==> src/rtl/spi_cmd_ctrl_if.sv <==
// Bus bundle between the SPI command sequencer, the SPI byte
// receiver/transmitter and the 8-bit memory it fronts.
// The master modport is the sequencer's view; slave is the peripherals' view.
interface spi_cmd_ctrl_if;
   logic       cs_n;
   logic       rx_done;
   logic [7:0] rx_data;
   logic       tx_busy;
   logic       tx_en;
   logic [7:0] tx_data;
   logic [7:0] mem_addr;
   logic       mem_rd;
   logic [7:0] mem_rdata;
   logic       mem_wr;
   logic [7:0] mem_wdata;
   logic       err;

   modport master (
      input  cs_n, rx_done, rx_data, tx_busy, mem_rdata,
      output tx_en, tx_data, mem_addr, mem_rd, mem_wr, mem_wdata, err
   );

   modport slave (
      output cs_n, rx_done, rx_data, tx_busy, mem_rdata,
      input  tx_en, tx_data, mem_addr, mem_rd, mem_wr, mem_wdata, err
   );
endinterface

==> src/rtl/spi_cmd_ctrl.sv <==
// SPI command sequencer: decodes a command byte and an address byte inside a
// cs_n-framed transfer, then either streams write bytes into memory or
// prefetches read bytes for the transmitter, auto-incrementing the address.
// Protocol errors (unknown command, overrun, inter-byte timeout) raise a
// one-cycle err pulse.
module spi_cmd_ctrl #(
   parameter logic [7:0]  CMD_RD  = 8'h03,
   parameter logic [7:0]  CMD_WR  = 8'h02,
   parameter int unsigned TIMEOUT = 1023
) (
   input  logic           clk,
   input  logic           rst_n,
   spi_cmd_ctrl_if.master bus
);

   typedef enum logic [2:0] {
      IDLE,
      ADDR,
      WDATA,
      RDREQ,
      RDWAIT,
      TXLOAD,
      TXWAIT,
      DISCARD
   } state_t;

   localparam logic [9:0] TIMEOUT_CNT = 10'(TIMEOUT);

   state_t     state;
   logic [9:0] gap_cnt;
   logic       op_rd;

   // Frame sequencer with registered strobes; mem_rd is raised on the edge
   // that enters RDREQ so read data is ready for capture in RDWAIT.
   always_ff @(posedge clk or negedge rst_n) begin
      if (!rst_n) begin
         state         <= IDLE;
         gap_cnt       <= '0;
         op_rd         <= 1'b0;
         bus.tx_en     <= 1'b0;
         bus.tx_data   <= 8'h00;
         bus.mem_addr  <= 8'h00;
         bus.mem_rd    <= 1'b0;
         bus.mem_wr    <= 1'b0;
         bus.mem_wdata <= 8'h00;
         bus.err       <= 1'b0;
      end else begin
         bus.tx_en  <= 1'b0;
         bus.mem_rd <= 1'b0;
         bus.mem_wr <= 1'b0;
         bus.err    <= 1'b0;

         if (bus.mem_wr) begin
            bus.mem_addr <= bus.mem_addr + 8'd1;
         end

         if (bus.cs_n) begin
            state   <= IDLE;
            gap_cnt <= '0;
         end else if (state != IDLE && gap_cnt == TIMEOUT_CNT) begin
            bus.err <= 1'b1;
            state   <= IDLE;
            gap_cnt <= '0;
         end else begin
            if (bus.rx_done || state == IDLE) begin
               gap_cnt <= '0;
            end else begin
               gap_cnt <= gap_cnt + 10'd1;
            end

            case (state)
               IDLE: begin
                  if (bus.rx_done) begin
                     if (bus.rx_data == CMD_RD) begin
                        op_rd <= 1'b1;
                        state <= ADDR;
                     end else if (bus.rx_data == CMD_WR) begin
                        op_rd <= 1'b0;
                        state <= ADDR;
                     end else begin
                        bus.err <= 1'b1;
                        state   <= DISCARD;
                     end
                  end
               end

               ADDR: begin
                  if (bus.rx_done) begin
                     bus.mem_addr <= bus.rx_data;
                     if (op_rd) begin
                        bus.mem_rd <= 1'b1;
                        state      <= RDREQ;
                     end else begin
                        state <= WDATA;
                     end
                  end
               end

               WDATA: begin
                  if (bus.rx_done) begin
                     bus.mem_wr    <= 1'b1;
                     bus.mem_wdata <= bus.rx_data;
                  end
               end

               RDREQ: begin
                  if (bus.rx_done) begin
                     bus.err <= 1'b1;
                  end
                  state <= RDWAIT;
               end

               RDWAIT: begin
                  if (bus.rx_done) begin
                     bus.err <= 1'b1;
                  end
                  bus.tx_data <= bus.mem_rdata;
                  state       <= TXLOAD;
               end

               TXLOAD: begin
                  if (bus.rx_done) begin
                     bus.err <= 1'b1;
                  end
                  if (!bus.tx_busy) begin
                     bus.tx_en    <= 1'b1;
                     bus.mem_addr <= bus.mem_addr + 8'd1;
                     state        <= TXWAIT;
                  end
               end

               TXWAIT: begin
                  if (bus.rx_done) begin
                     bus.mem_rd <= 1'b1;
                     state      <= RDREQ;
                  end
               end

               DISCARD: begin
                  state <= DISCARD;
               end

               default: begin
                  state <= IDLE;
               end
            endcase
         end
      end
   end

endmodule

==> src/flat_wrapper.sv <==
// flat-port wrapper written by rule: the top's interface ports become plain ports
module spi_cmd_ctrl_flat 
#(
   parameter logic [7:0]  CMD_RD  = 8'h03,
   parameter logic [7:0]  CMD_WR  = 8'h02,
   parameter int unsigned TIMEOUT = 1023
)
  (clk, rst_n, bus_cs_n, bus_rx_done, bus_rx_data, bus_tx_busy, bus_mem_rdata, bus_tx_en, bus_tx_data, bus_mem_addr, bus_mem_rd, bus_mem_wr, bus_mem_wdata, bus_err);
  spi_cmd_ctrl_if bus_i ();
  input  logic clk;
  input  logic rst_n;
  input wire logic [$bits(bus_i.cs_n)-1:0] bus_cs_n;
  input wire logic [$bits(bus_i.rx_done)-1:0] bus_rx_done;
  input wire logic [$bits(bus_i.rx_data)-1:0] bus_rx_data;
  input wire logic [$bits(bus_i.tx_busy)-1:0] bus_tx_busy;
  input wire logic [$bits(bus_i.mem_rdata)-1:0] bus_mem_rdata;
  output wire logic [$bits(bus_i.tx_en)-1:0] bus_tx_en;
  output wire logic [$bits(bus_i.tx_data)-1:0] bus_tx_data;
  output wire logic [$bits(bus_i.mem_addr)-1:0] bus_mem_addr;
  output wire logic [$bits(bus_i.mem_rd)-1:0] bus_mem_rd;
  output wire logic [$bits(bus_i.mem_wr)-1:0] bus_mem_wr;
  output wire logic [$bits(bus_i.mem_wdata)-1:0] bus_mem_wdata;
  output wire logic [$bits(bus_i.err)-1:0] bus_err;
  assign bus_i.cs_n = bus_cs_n;
  assign bus_i.rx_done = bus_rx_done;
  assign bus_i.rx_data = bus_rx_data;
  assign bus_i.tx_busy = bus_tx_busy;
  assign bus_i.mem_rdata = bus_mem_rdata;
  assign bus_tx_en = bus_i.tx_en;
  assign bus_tx_data = bus_i.tx_data;
  assign bus_mem_addr = bus_i.mem_addr;
  assign bus_mem_rd = bus_i.mem_rd;
  assign bus_mem_wr = bus_i.mem_wr;
  assign bus_mem_wdata = bus_i.mem_wdata;
  assign bus_err = bus_i.err;
  spi_cmd_ctrl #(.CMD_RD(CMD_RD), .CMD_WR(CMD_WR), .TIMEOUT(TIMEOUT)) u_core (.clk(clk), .rst_n(rst_n), .bus(bus_i));
endmodule
==> config.mk <==
export PLATFORM = sky130hd
export DESIGN_NAME = spi_cmd_ctrl_flat
export DESIGN_NICKNAME = d
export VERILOG_FILES = /design/src/rtl/spi_cmd_ctrl_if.sv /design/src/rtl/spi_cmd_ctrl.sv /design/src/flat_wrapper.sv
export SDC_FILE = /design/constraint.sdc
export NUM_CORES = 1
export LEC_CHECK = 0
export CELL_PAD_IN_SITES_DETAIL_PLACEMENT = 1
export CELL_PAD_IN_SITES_GLOBAL_PLACEMENT = 1
export CORE_MARGIN = 10
export CORE_UTILIZATION = 39
export DETAILED_ROUTE_END_ITERATION = 12
export GPL_ROUTABILITY_DRIVEN = 0
export PLACE_DENSITY_LB_ADDON = 0.1
export SYNTH_ARGS = -nofsm -noshare
export SYNTH_HDL_FRONTEND = slang
export SYNTH_SLANG_ARGS = --single-unit
export TNS_END_PERCENT = 30
==> constraint.sdc <==
create_clock -name clk -period 2.6 [get_ports clk]
set_clock_uncertainty 0.15 [all_clocks]
set_input_delay 0.65 -clock clk [delete_from_list [all_inputs] [get_ports clk]]
set_output_delay 0.65 -clock clk [all_outputs]
set_load 0.05 [all_outputs]
==> impl_metrics.toml <==
[layout]
final_area_um2 = 3150
multi_input_area_um2 = 1270
syn_to_final_growth_pct = 31.8
regArea_um2 = 1050
drive_gt1_share_pct = 15.7
n_fill_cell = 662
layout.nets = 316
antenna_cells = 0

[worst_setup_path]
crit_buf_inv = 1
arrival_ns = 1.61
critical_path.top_delay_family = "buffers and inverters"
cp_data_required_time_ns = 1.80
critPathMaxFanout = 6
startpoint_type = "flop"
critPathMaxStageDelay_ns = 0.85
crit_chain = "clkdlybuf4s50_1"
cp_slowest_cell = "clkdlybuf4s50_1"
rrSetupSlack_ns = 0.29
endpoint_kind = "output port"
crit_type = "reg2out"

[sta]
tns_ns = 0
hold_violations = 0
maxSlewHeadroom_pct = 63.0
finalCriticalPeriod_ns = 2.41
fmax_mhz = 415
slew_viol_final = 0
tightest_slew_ns = 0.553
setup_slack_ns = 0.188
setup-violations-final = 0
fin_crit_sh_pct = 92.8
rsz0062_at_grt = "no"

[pwr]
pwr_density_cell_nw_per_um2 = 1120
p_leak_nw = 1.39
peakVddDrop_uv = 647

[synthesis]
syn_area_per_cell_um2 = 10.2
synth_cell_type_count = 55
yosys_warnings = 0
syn-instance-count = 233
syn-cell-area_um2 = 2390
yosys_register_bits = 42
synth.yosys.seq_area_share_pct = 44.0
syn-num-nets = 256

[clock_tree]
cts_setup_buffers = 0
clock-sinks = 42
cts_resized = 0
clock-root-buffer = "clkbuf_8"
ctsHtreeMaxLevel = 2
clockBufferDepth = 2
numCtsBuffers = 5
cts_hold_buf = 0
cts_tree = "yes"
insertion_delay_ns = 0.30
path_clk_slew_ns = 0.08

[placement]
place_area_um2 = 3030
place_ws_ns = 0.0690
dp_hpwl_mm = 5.27
portBuffers = 48

[worst_hold_path]
hp-class = "in2async"

[detailed_routing]
ant_nets = 0
wl_mm = 6.72
vias = 2002
drc_errors = 0
via_per_inst = 5.44
drt-initial-drc-count = 79
first_pass_iters = 4
wl_per_cell_um = 18.3

[global_routing]
overflow = 0
grt_usage_pct = 14.1
antenna_found_initial = 0
grt_start_max_net_pins = 23
grt_pass1_vias = 2165
grt_pass1_wl_mm = 11.4

[floorplan]
core_area_um2 = 5920
die_w_um = 98.2
io_pins = 49
rows = 28
dieArea_um2 = 9650
initial_core_util_pct = 40.3
dieHeight_um = 98.2

[flow_run]
cap_violations = 0

[run_status]
status = "finished, final reports clean"
## state kept, by name, summed over array words and instances (netlist names)
signal                flops
u_core.op_rd              1
u_core.bus.mem_addr       8
u_core.bus.err            1
u_core.state              3
u_core.bus.mem_wr         1
u_core.gap_cnt           10
u_core.bus.mem_wdata      8
u_core.bus.tx_en          1
u_core.bus.tx_data        8
u_core.bus.mem_rd         1
## stage by stage
step / util, % / hold slack (ns) / cells / power [mW]
2_1_floorplan: - / 0.204 / 233 / 2.33
3_3_place_gp: 51.2 / 0.324 / 361 / 2.97
3_5_place_dp: 51.2 / 0.326 / 361 / 3.00
4_1_cts: 53.1 / 0.186 / 368 / 3.55
5_1_grt: 53.1 / 0.200 / 368 / 3.72
6_report: 53.1 / 0.160 / 368 / 3.52
## worst reg2reg max path, stage by stage (launching register included)
cell	delay, ns
dfrtp_1	0.41
ha_1	0.28
nand4_4	0.18
nor3_4	0.10
nor2_4	0.11
or4b_1	0.45
buf_4	0.20
mux2_4	0.31
## per-layer routing
| layer | wire, um | global-route usage, % | vias to the layer above |
|---|---|---|---|
| li1 | - | - | 945 |
| met1 | 2990 | 17.6 | 1008 |
| met2 | 3220 | 22.2 | 41 |
| met3 | 439 | 4.93 | 8 |
| met4 | 76 | 4.30 | 0 |
| met5 | 0 | 0 | - |
## where the power goes
| group | leakage (nW) | internal (mW) | switching, mW |
|---|---|---|---|
| logic | 0.788 | 0.742 | 1.19 |
| clock network | 0.0573 | 0.307 | 0.231 |
| registers | 0.541 | 0.863 | 0.178 |
## layout by cell type, fill, tap and decap left out, types with 2 or more instances in the layout
master	n
nor3b_1	3
o22ai_1	2
clkdlybuf4s50_1	46
mux2i_1	4
ha_1	2
nor2_2	2
o21ai_1	3
buf_4	15
nor2_1	21
clkbuf_8	6
xnor2_1	9
nand2_1	21
nand3_1	10
dfrtp_1	42
a221o_1	2
inv_1	5
nand4_1	3
mux2_4	8
and3b_1	2
nand2b_1	4
xor2_1	11
o22a_1	2
o21ai_0	12
mux2_1	8
a22oi_1	2
nor3_1	4
nor4_1	4
a31oi_1	2
nor2b_1	4
a21oi_1	6
## synthesized netlist by cell type (all sizes together)
cell | instances | area, um2
a21o | 1 | 7.51
a21oi | 6 | 30.0
a221o | 2 | 20.0
a222oi | 1 | 10.0
a22oi | 2 | 15.0
a2bb2oi | 1 | 8.76
a31oi | 2 | 12.5
and2 | 1 | 6.26
and3 | 1 | 6.26
and3b | 2 | 17.5
and4b | 1 | 10.0
buf | 3 | 20.0
clkbuf | 7 | 26.3
dfrtp | 42 | 1050
ha | 2 | 25.0
inv | 5 | 18.8
mux2 | 17 | 221
mux2i | 4 | 40.0
nand2 | 22 | 85.1
nand2b | 4 | 25.0
nand3 | 11 | 60.1
nand3b | 1 | 7.51
nand4 | 4 | 40.0
nand4b | 1 | 15.0
nor2 | 24 | 103
nor2b | 4 | 25.0
nor3 | 6 | 46.3
nor3b | 3 | 22.5
nor4 | 4 | 25.0
o211a | 1 | 10.0
o211ai | 1 | 7.51
o21ai | 15 | 75.1
o22a | 2 | 17.5
o22ai | 3 | 25.0
o31a | 2 | 18.8
o31ai | 1 | 7.51
o41ai | 1 | 27.5
or2 | 1 | 6.26
or3 | 1 | 6.26
or4b | 1 | 10.0
xnor2 | 9 | 78.8
xor2 | 11 | 96.3
## area by class of cell
cell class | instances | share of cell area [%]
Multi-Input combinational cell | 176 | 40.4
Sequential cell | 42 | 33.4
Timing Repair Buffer | 63 | 19.0
Tap cell | 75 | 2.98
Clock buffer | 6 | 2.63
Clock inverter | 1 | 0.955
Inverter | 5 | 0.597
## cells by family after synthesis
kind of cell | count (synthesis) | share of synthesized area [%]
adders and majority gates | 2 | 1.05
xor gates and xnor gates | 20 | 7.34
muxes | 21 | 11.0
DFF | 42 | 44.0
buffers and inverters | 15 | 2.73
AOI/OAI and AO/OA | 41 | 12.3
and+or+nand+nor | 92 | 21.6
## final timing paths
check,cells past startpoint,start,endpoint
setup / recovery,1,u_core.bus.mem_addr[3],bus_mem_addr[3]
hold / removal,1,rst_n,u_core.gap_cnt[2]
setup reg to reg,7,u_core.gap_cnt[0],u_core.bus.tx_data[6]
hold reg to reg,1,u_core.gap_cnt[0],u_core.gap_cnt[0]
max in group asynchronous,2,rst_n,u_core.bus.mem_wdata[4]
min in group clk,1,u_core.gap_cnt[0],u_core.gap_cnt[0]
Power figures use the tool's default switching activity.
